**config.mk**
```make
export PLATFORM = sky130hd
export DESIGN_NAME = mrv1_ifq
export DESIGN_NICKNAME = d
export VERILOG_FILES = /design/src/rtl/mrv1_ifq_pkg.sv /design/src/rtl/mrv1_ifq_align.sv /design/src/rtl/mrv1_ifq.sv
export SDC_FILE = /design/constraint.sdc
export NUM_CORES = 1
export LEC_CHECK = 0
export CORE_MARGIN = 5
export CORE_UTILIZATION = 40
export DETAILED_ROUTE_END_ITERATION = 12
export GPL_ROUTABILITY_DRIVEN = 0
export SLEW_MARGIN = 10
export SYNTH_ARGS = -nofsm -noshare
export SYNTH_HDL_FRONTEND = slang
export SYNTH_SLANG_ARGS = --single-unit
export TNS_END_PERCENT = 50
```
**constraint.sdc**
```tcl
create_clock -name clk_i -period 8 [get_ports clk_i]
set_input_delay 1.2 -clock clk_i [delete_from_list [all_inputs] [get_ports clk_i]]
set_output_delay 1.2 -clock clk_i [all_outputs]
set_load 0.01 [all_outputs]
```
**src/rtl/mrv1_ifq_pkg.sv**
```systemverilog
// Shared types and helpers for the mrv1 instruction fetch queue.
// Entry fields are sized for the widest supported PC/TID; modules use the low bits.
package mrv1_ifq_pkg;

  localparam int PARCEL_W      = 16;
  localparam int INSN_W        = 32;
  localparam int IFQ_PC_MAX_W  = 64;
  localparam int IFQ_TID_MAX_W = 16;

  typedef struct packed {
    logic                     vld;
    logic [INSN_W-1:0]        data;
    logic [IFQ_PC_MAX_W-1:0]  pc;
    logic [IFQ_TID_MAX_W-1:0] tid;
  } ifq_entry_t;

  function automatic logic is_rvc(input logic [PARCEL_W-1:0] parcel);
    return parcel[1:0] != 2'b11;
  endfunction

endpackage

```
**src/rtl/mrv1_ifq_align.sv**
```systemverilog
// Combinational RVC aligner: picks the current parcel of the head entry and,
// for a 32-bit instruction starting in the upper half, borrows the next entry.
module mrv1_ifq_align
  import mrv1_ifq_pkg::*;
#(
  parameter int PC_WIDTH_P  = 32,
  parameter int TID_WIDTH_P = 3
) (
  input  ifq_entry_t              head_ent,
  input  ifq_entry_t              next_ent,
  input  logic                    half,
  output logic [INSN_W-1:0]       insn,
  output logic                    rvc,
  output logic                    vld,
  output logic                    fault,
  output logic [PC_WIDTH_P-1:0]   pc,
  output logic [TID_WIDTH_P-1:0]  tid
);

  logic [PARCEL_W-1:0]     parcel;
  logic                    rvc_raw;
  logic                    span;
  logic                    contig;
  logic [PC_WIDTH_P-3:0]   head_line;
  logic [PC_WIDTH_P-3:0]   next_line;
  logic [2*$bits(ifq_entry_t)-1:0] unused_ent;

  // Only the low PC/TID bits carry meaning for this instance.
  assign unused_ent = {head_ent, next_ent};

  assign head_line = head_ent.pc[PC_WIDTH_P-1:2];
  assign next_line = next_ent.pc[PC_WIDTH_P-1:2];
  assign parcel    = half ? head_ent.data[31:16] : head_ent.data[15:0];
  assign rvc_raw   = is_rvc(parcel);
  assign span      = !rvc_raw && half;
  assign contig    = (next_ent.tid[TID_WIDTH_P-1:0] == head_ent.tid[TID_WIDTH_P-1:0]) &&
                     (next_line == head_line + (PC_WIDTH_P-2)'(1));

  always_comb begin
    vld   = head_ent.vld && (!span || next_ent.vld);
    insn  = '0;
    rvc   = 1'b0;
    fault = 1'b0;
    pc    = '0;
    tid   = '0;
    if (vld) begin
      rvc   = rvc_raw;
      fault = span && !contig;
      pc    = {head_line, half, 1'b0};
      tid   = head_ent.tid[TID_WIDTH_P-1:0];
      if (rvc_raw)   insn = {16'h0, parcel};
      else if (span) insn = {next_ent.data[15:0], head_ent.data[31:16]};
      else           insn = head_ent.data;
    end
  end

endmodule

```
**src/rtl/mrv1_ifq.sv**
```systemverilog
// Multi-thread instruction fetch queue: circular buffer of fetch words with
// an RVC aligner on the head, ready/valid on both sides and synchronous flush.
module mrv1_ifq
  import mrv1_ifq_pkg::*;
#(
  parameter  int PC_WIDTH_P    = 32,
  parameter  int NUM_THREADS_P = 8,
  parameter  int DEPTH_P       = 4,
  localparam int TID_WIDTH_LP  = $clog2(NUM_THREADS_P),
  localparam int PTR_WIDTH_LP  = $clog2(DEPTH_P),
  localparam int CNT_WIDTH_LP  = $clog2(DEPTH_P + 1)
) (
  input  logic                    clk_i,
  input  logic                    rst_ni,
  input  logic                    flush_i,
  input  logic                    in_vld_i,
  output logic                    in_rdy_o,
  input  logic [31:0]             in_data_i,
  input  logic [PC_WIDTH_P-1:0]   in_pc_i,
  input  logic [TID_WIDTH_LP-1:0] in_tid_i,
  output logic                    out_vld_o,
  input  logic                    out_rdy_i,
  output logic [31:0]             out_insn_o,
  output logic [PC_WIDTH_P-1:0]   out_pc_o,
  output logic [TID_WIDTH_LP-1:0] out_tid_o,
  output logic                    out_rvc_o,
  output logic                    out_fault_o,
  output logic [CNT_WIDTH_LP-1:0] count_o,
  output logic                    empty_o,
  output logic                    full_o
);

  ifq_entry_t              mem_reg [DEPTH_P];
  logic [PTR_WIDTH_LP-1:0] rd_ptr_reg, wr_ptr_reg, rd_ptr_inc;
  logic [CNT_WIDTH_LP-1:0] count_reg;
  // Set when the head's lower parcel has already been consumed.
  logic                    half_set_reg, half_set_next;
  logic                    half;
  logic                    push, pop, free;
  ifq_entry_t              head_ent, next_ent, wr_ent;

  function automatic logic [PTR_WIDTH_LP-1:0] ptr_inc(input logic [PTR_WIDTH_LP-1:0] p);
    return (p == PTR_WIDTH_LP'(DEPTH_P - 1)) ? '0 : p + PTR_WIDTH_LP'(1);
  endfunction

  assign rd_ptr_inc = ptr_inc(rd_ptr_reg);
  assign head_ent   = mem_reg[rd_ptr_reg];
  assign next_ent   = mem_reg[rd_ptr_inc];
  assign half       = half_set_reg | head_ent.pc[1];

  assign full_o   = (count_reg == CNT_WIDTH_LP'(DEPTH_P));
  assign empty_o  = (count_reg == '0);
  assign count_o  = count_reg;
  assign in_rdy_o = !full_o;

  assign push = in_vld_i && in_rdy_o;
  assign pop  = out_vld_o && out_rdy_i;
  // Only an RVC taken from the lower half leaves the head in place.
  assign free = pop && (half || !out_rvc_o);

  always_comb begin
    wr_ent      = '0;
    wr_ent.vld  = 1'b1;
    wr_ent.data = in_data_i;
    wr_ent.pc   = IFQ_PC_MAX_W'(in_pc_i);
    wr_ent.tid  = IFQ_TID_MAX_W'(in_tid_i);
  end

  always_comb begin
    half_set_next = half_set_reg;
    if (pop) begin
      half_set_next = (out_rvc_o && !half) || (!out_rvc_o && half && !out_fault_o);
    end
  end

  mrv1_ifq_align #(
    .PC_WIDTH_P  (PC_WIDTH_P),
    .TID_WIDTH_P (TID_WIDTH_LP)
  ) u_align (
    .head_ent (head_ent),
    .next_ent (next_ent),
    .half     (half),
    .insn     (out_insn_o),
    .rvc      (out_rvc_o),
    .vld      (out_vld_o),
    .fault    (out_fault_o),
    .pc       (out_pc_o),
    .tid      (out_tid_o)
  );

  always_ff @(posedge clk_i or negedge rst_ni) begin
    if (!rst_ni) begin
      for (int i = 0; i < DEPTH_P; i++) mem_reg[i] <= '0;
    end else if (flush_i) begin
      for (int i = 0; i < DEPTH_P; i++) mem_reg[i].vld <= 1'b0;
    end else begin
      for (int i = 0; i < DEPTH_P; i++) begin
        if (push && wr_ptr_reg == PTR_WIDTH_LP'(i))      mem_reg[i] <= wr_ent;
        else if (free && rd_ptr_reg == PTR_WIDTH_LP'(i)) mem_reg[i].vld <= 1'b0;
      end
    end
  end

  always_ff @(posedge clk_i or negedge rst_ni) begin
    if (!rst_ni) begin
      rd_ptr_reg   <= '0;
      wr_ptr_reg   <= '0;
      count_reg    <= '0;
      half_set_reg <= 1'b0;
    end else if (flush_i) begin
      rd_ptr_reg   <= '0;
      wr_ptr_reg   <= '0;
      count_reg    <= '0;
      half_set_reg <= 1'b0;
    end else begin
      if (push) wr_ptr_reg <= ptr_inc(wr_ptr_reg);
      if (free) rd_ptr_reg <= rd_ptr_inc;
      count_reg    <= count_reg + CNT_WIDTH_LP'(push) - CNT_WIDTH_LP'(free);
      half_set_reg <= half_set_next;
    end
  end

endmodule

```
==> flow_metrics.tcl <==
set metrics [dict create \
    final_net_count 1283 \
    largest_register_ffs 268 \
    synthDistinctLibCells 59 \
    crit_slowest_cell "dfrtp_4" \
    p_seq_share_pct 34.7 \
    fmax_mhz 151 \
    skew_ns 0.0128 \
    crit_chain "buf_4 -> mux2_2 -> o21ai_1 -> nand2b_1 -> o21ai_4 -> inv_1 -> nand2_1 -> nor3_1 -> clkdlybuf4s50_1" \
    grtUsageTotal_pct 19.0 \
    coreArea_mm2 0.0374 \
    synthArstFlopShare_pct 100 \
    p_int_w 0.00452 \
    htree_num_levels 2 \
    status "completed" \
    overflow 0 \
    grt_pass1_vias 10326 \
    worstPathRequired_ns 6.80 \
    num_vias 9678 \
    cts_tree "built" \
    cts.sinks 276 \
    slew-limit-headroom_pct 30.2 \
    netlist.area_leader.share_pct 46.0 \
    nFillCells 3299 \
    cts_buffers 34 \
    placed_cell_area_mm2 0.0170 \
    num_rows 71 \
    finalCriticalPeriod_ns 6.64 \
    syn-num-nets 1156 \
    synth_area_leader_cell "dfrtp_1" \
    synth_area_leaders "dfrtp_1 46%, mux2_2 20%, mux4_2 16%" \
    power_w 0.00672 \
    drt_first_pass_iters 4 \
    slowest_delay_ns 0.84 \
    drcViolationCount 0 \
    ctsResizeCount 0 \
    final-max-slew-violation-count 0 \
    dp_hpwl_mm 24.4 \
    place_inst 1674 \
    dieHeight_um 204 \
    hold_viol 0 \
    ant_nets 0 \
    finalNonFillerCells 1736 \
    hold_class "reg -> reg" \
    grt_antenna_before_repair 4 \
    synth_seq_area_share_pct 46.0 \
    comb_power_share_pct 41.3 \
    clkPwrFrac_pct 23.9 \
    crit_path_end_kind "output port" \
    dieArea_mm2 0.0415 \
    post-route-period-util_pct 83.0 \
    syn2layout_area_growth_pct 20.9 \
    synthFlopType "dfrtp_1" \
    fp.dieW_um 204 \
    clk_pin_slew_worst_paths_ns 0.05 \
    cts_root_buf "clkbuf_16" \
    swShare_pct 32.8 \
    cp.arrival_ns 5.44 \
    wl_mm 38.9 \
    grt_pass1_wl_mm 61.8 \
    synth_seq_cells 276 \
    tns_ns 0 \
    synthCells 1072 \
    crit_path_start_kind "flip-flop" \
    start_util_pct 40.2 \
    syn_area_per_cell_um2 14.0 \
    ios 148 \
    cts_hold_buf 0 \
    dr.first_iter.drc_count 492 \
    port_buffers 145 \
    crit_fanout 37 \
    path_buf_inv 3 \
    worstMarginPinSlew_ns 1.05 \
    crit_family "simple AND/OR/NAND/NOR gates" \
    power.switching_w 0.00220 \
    finish.instance_area_mm2 0.0182 \
    clockBufferDepth 3 \
    ir_drop_v 0.000181 \
    ys.warnings.count 0 \
    cap_violations 0 \
    synth_edf_count 0 \
    drive_gt1_share_pct 38.1 \
    rsz0062_at_grt "no" \
    leakagePower_nw 7.51 \
    setup_viol 0 \
    grt_max_degree 160 \
    critPathKind "reg -> out" \
    cts_setup_buffers 0 \
    post_drt_wl_per_cell_um 22.4 \
    power_density_mw_per_mm2 370 \
    clock_latency_ns 0.51 \
    synthesis.area_mm2 0.0150 \
    viasPerCell 5.57 \
]
## power by group through the flow
stage                     Combinational (W)  Sequential [W]  Clock [W]
final                               0.00278         0.00233    0.00161
after global routing                0.00301         0.00241    0.00171
after CTS                           0.00282         0.00233    0.00165
after detailed placement            0.00281         0.00235          0
after global placement              0.00278         0.00232          0
after floorplan                     0.00206         0.00221          0
## metal layers
metal	track usage [%]	up-vias	wire length, µm
met5	0	-	46
met4	5.11	6	911
met3	3.77	53	1900
met2	31.8	251	19100
met1	25.6	5077	16900
li1	-	4291	-
## worst register-to-register path, cell delays in order (launching register included)
cell      delay, ns
dfrtp_4        0.84
buf_4          0.62
mux2_2         0.41
o21ai_1        0.51
nand2b_1       0.76
o21ai_4        0.11
inv_1          0.14
and3_1         0.44
ha_1           0.31
inv_1          0.05
ha_1           0.12
inv_1          0.04
fa_1           0.37
xnor2_1        0.18
nor2_1         0.06
## cell families (layout without fill, tap and decap cells)
family / count (synthesis) / after routing / share of synthesized area, %
AND/OR/NAND/NOR: 208 / 208 / 7.36
adder cells (fa/ha/maj): 12 / 12 / 1.05
flip-flops: 276 / 276 / 46.0
XOR/XNOR: 44 / 44 / 2.57
multiplexers: 386 / 386 / 37.8
buffers and inverters: 82 / 234 / 2.56
other: 1 / 2 / 0.0250
AO/OA/AOI/OAI: 63 / 63 / 2.71
## cell usage in the layout (no fill, tap or decap), drive strengths merged, types with 4 or more instances in the layout
cell,synthesis,layout
xor2,11,11
and3,4,4
clkbuf,47,56
nand4,8,8
nand3,15,15
xnor2,33,33
clkdlybuf4s50,0,144
mux2i,5,5
mux4,115,115
nor2b,36,36
nor3,17,17
o21ai,6,6
o211ai,4,4
and2,4,4
ha,11,11
inv,13,13
buf,22,16
nor4,4,4
a21oi,33,33
mux2,266,266
nor2,30,30
and4,5,5
nand2,76,76
a211o,4,4
dfrtp,276,276
## final cells by class
type	count	area (µm²)	share of cell area (%)
Antenna cell	1	2.50	0.0138
Clock buffer	56	1120	6.15
Clock inverter	5	77.6	0.427
Inverter	13	48.8	0.269
Multi-Input combinational cell	714	7780	42.8
Sequential cell	276	6910	38.1
Tap cell	511	639	3.52
Timing Repair Buffer	160	1580	8.71
## cell usage after synthesis, types with 13 or more instances
| master | n |
|---|---|
| nor2b_1 | 36 |
| nor2_1 | 29 |
| clkbuf_1 | 47 |
| dfrtp_1 | 276 |
| nor3_1 | 17 |
| nand3_1 | 14 |
| inv_1 | 13 |
| mux4_2 | 105 |
| mux2_2 | 266 |
| nand2_1 | 75 |
| xnor2_1 | 33 |
| a21oi_1 | 33 |
## path summary, 6_finish.rpt
path	endpoint	slack, ns	cells past startpoint	from
hold reg to reg	mem_reg[217]	0.50	1	mem_reg[217]
hold / removal	mem_reg[217]	0.50	1	mem_reg[217]
setup reg to reg	count_o[2]	2.90	14	rd_ptr_reg[1]
min in group asynchronous	mem_reg[136]	0.71	1	rst_ni
setup / recovery	out_insn_o[27]	1.36	9	rd_ptr_reg[1]
max in group asynchronous	rd_ptr_reg[1]	5.83	2	rst_ni
## through the flow
step | hold slack (ns) | util [%] | worst slack, ns
finish | 0.499 | 48.5 | 1.36
detailed placement | 0.488 | 45.3 | 1.85
CTS | 0.501 | 48.5 | 1.26
global placement | 0.482 | 45.3 | 1.82
floorplan | 0.474 | - | 2.53
global route | 0.507 | 48.5 | 1.06
Power figures use the tool's default switching activity.
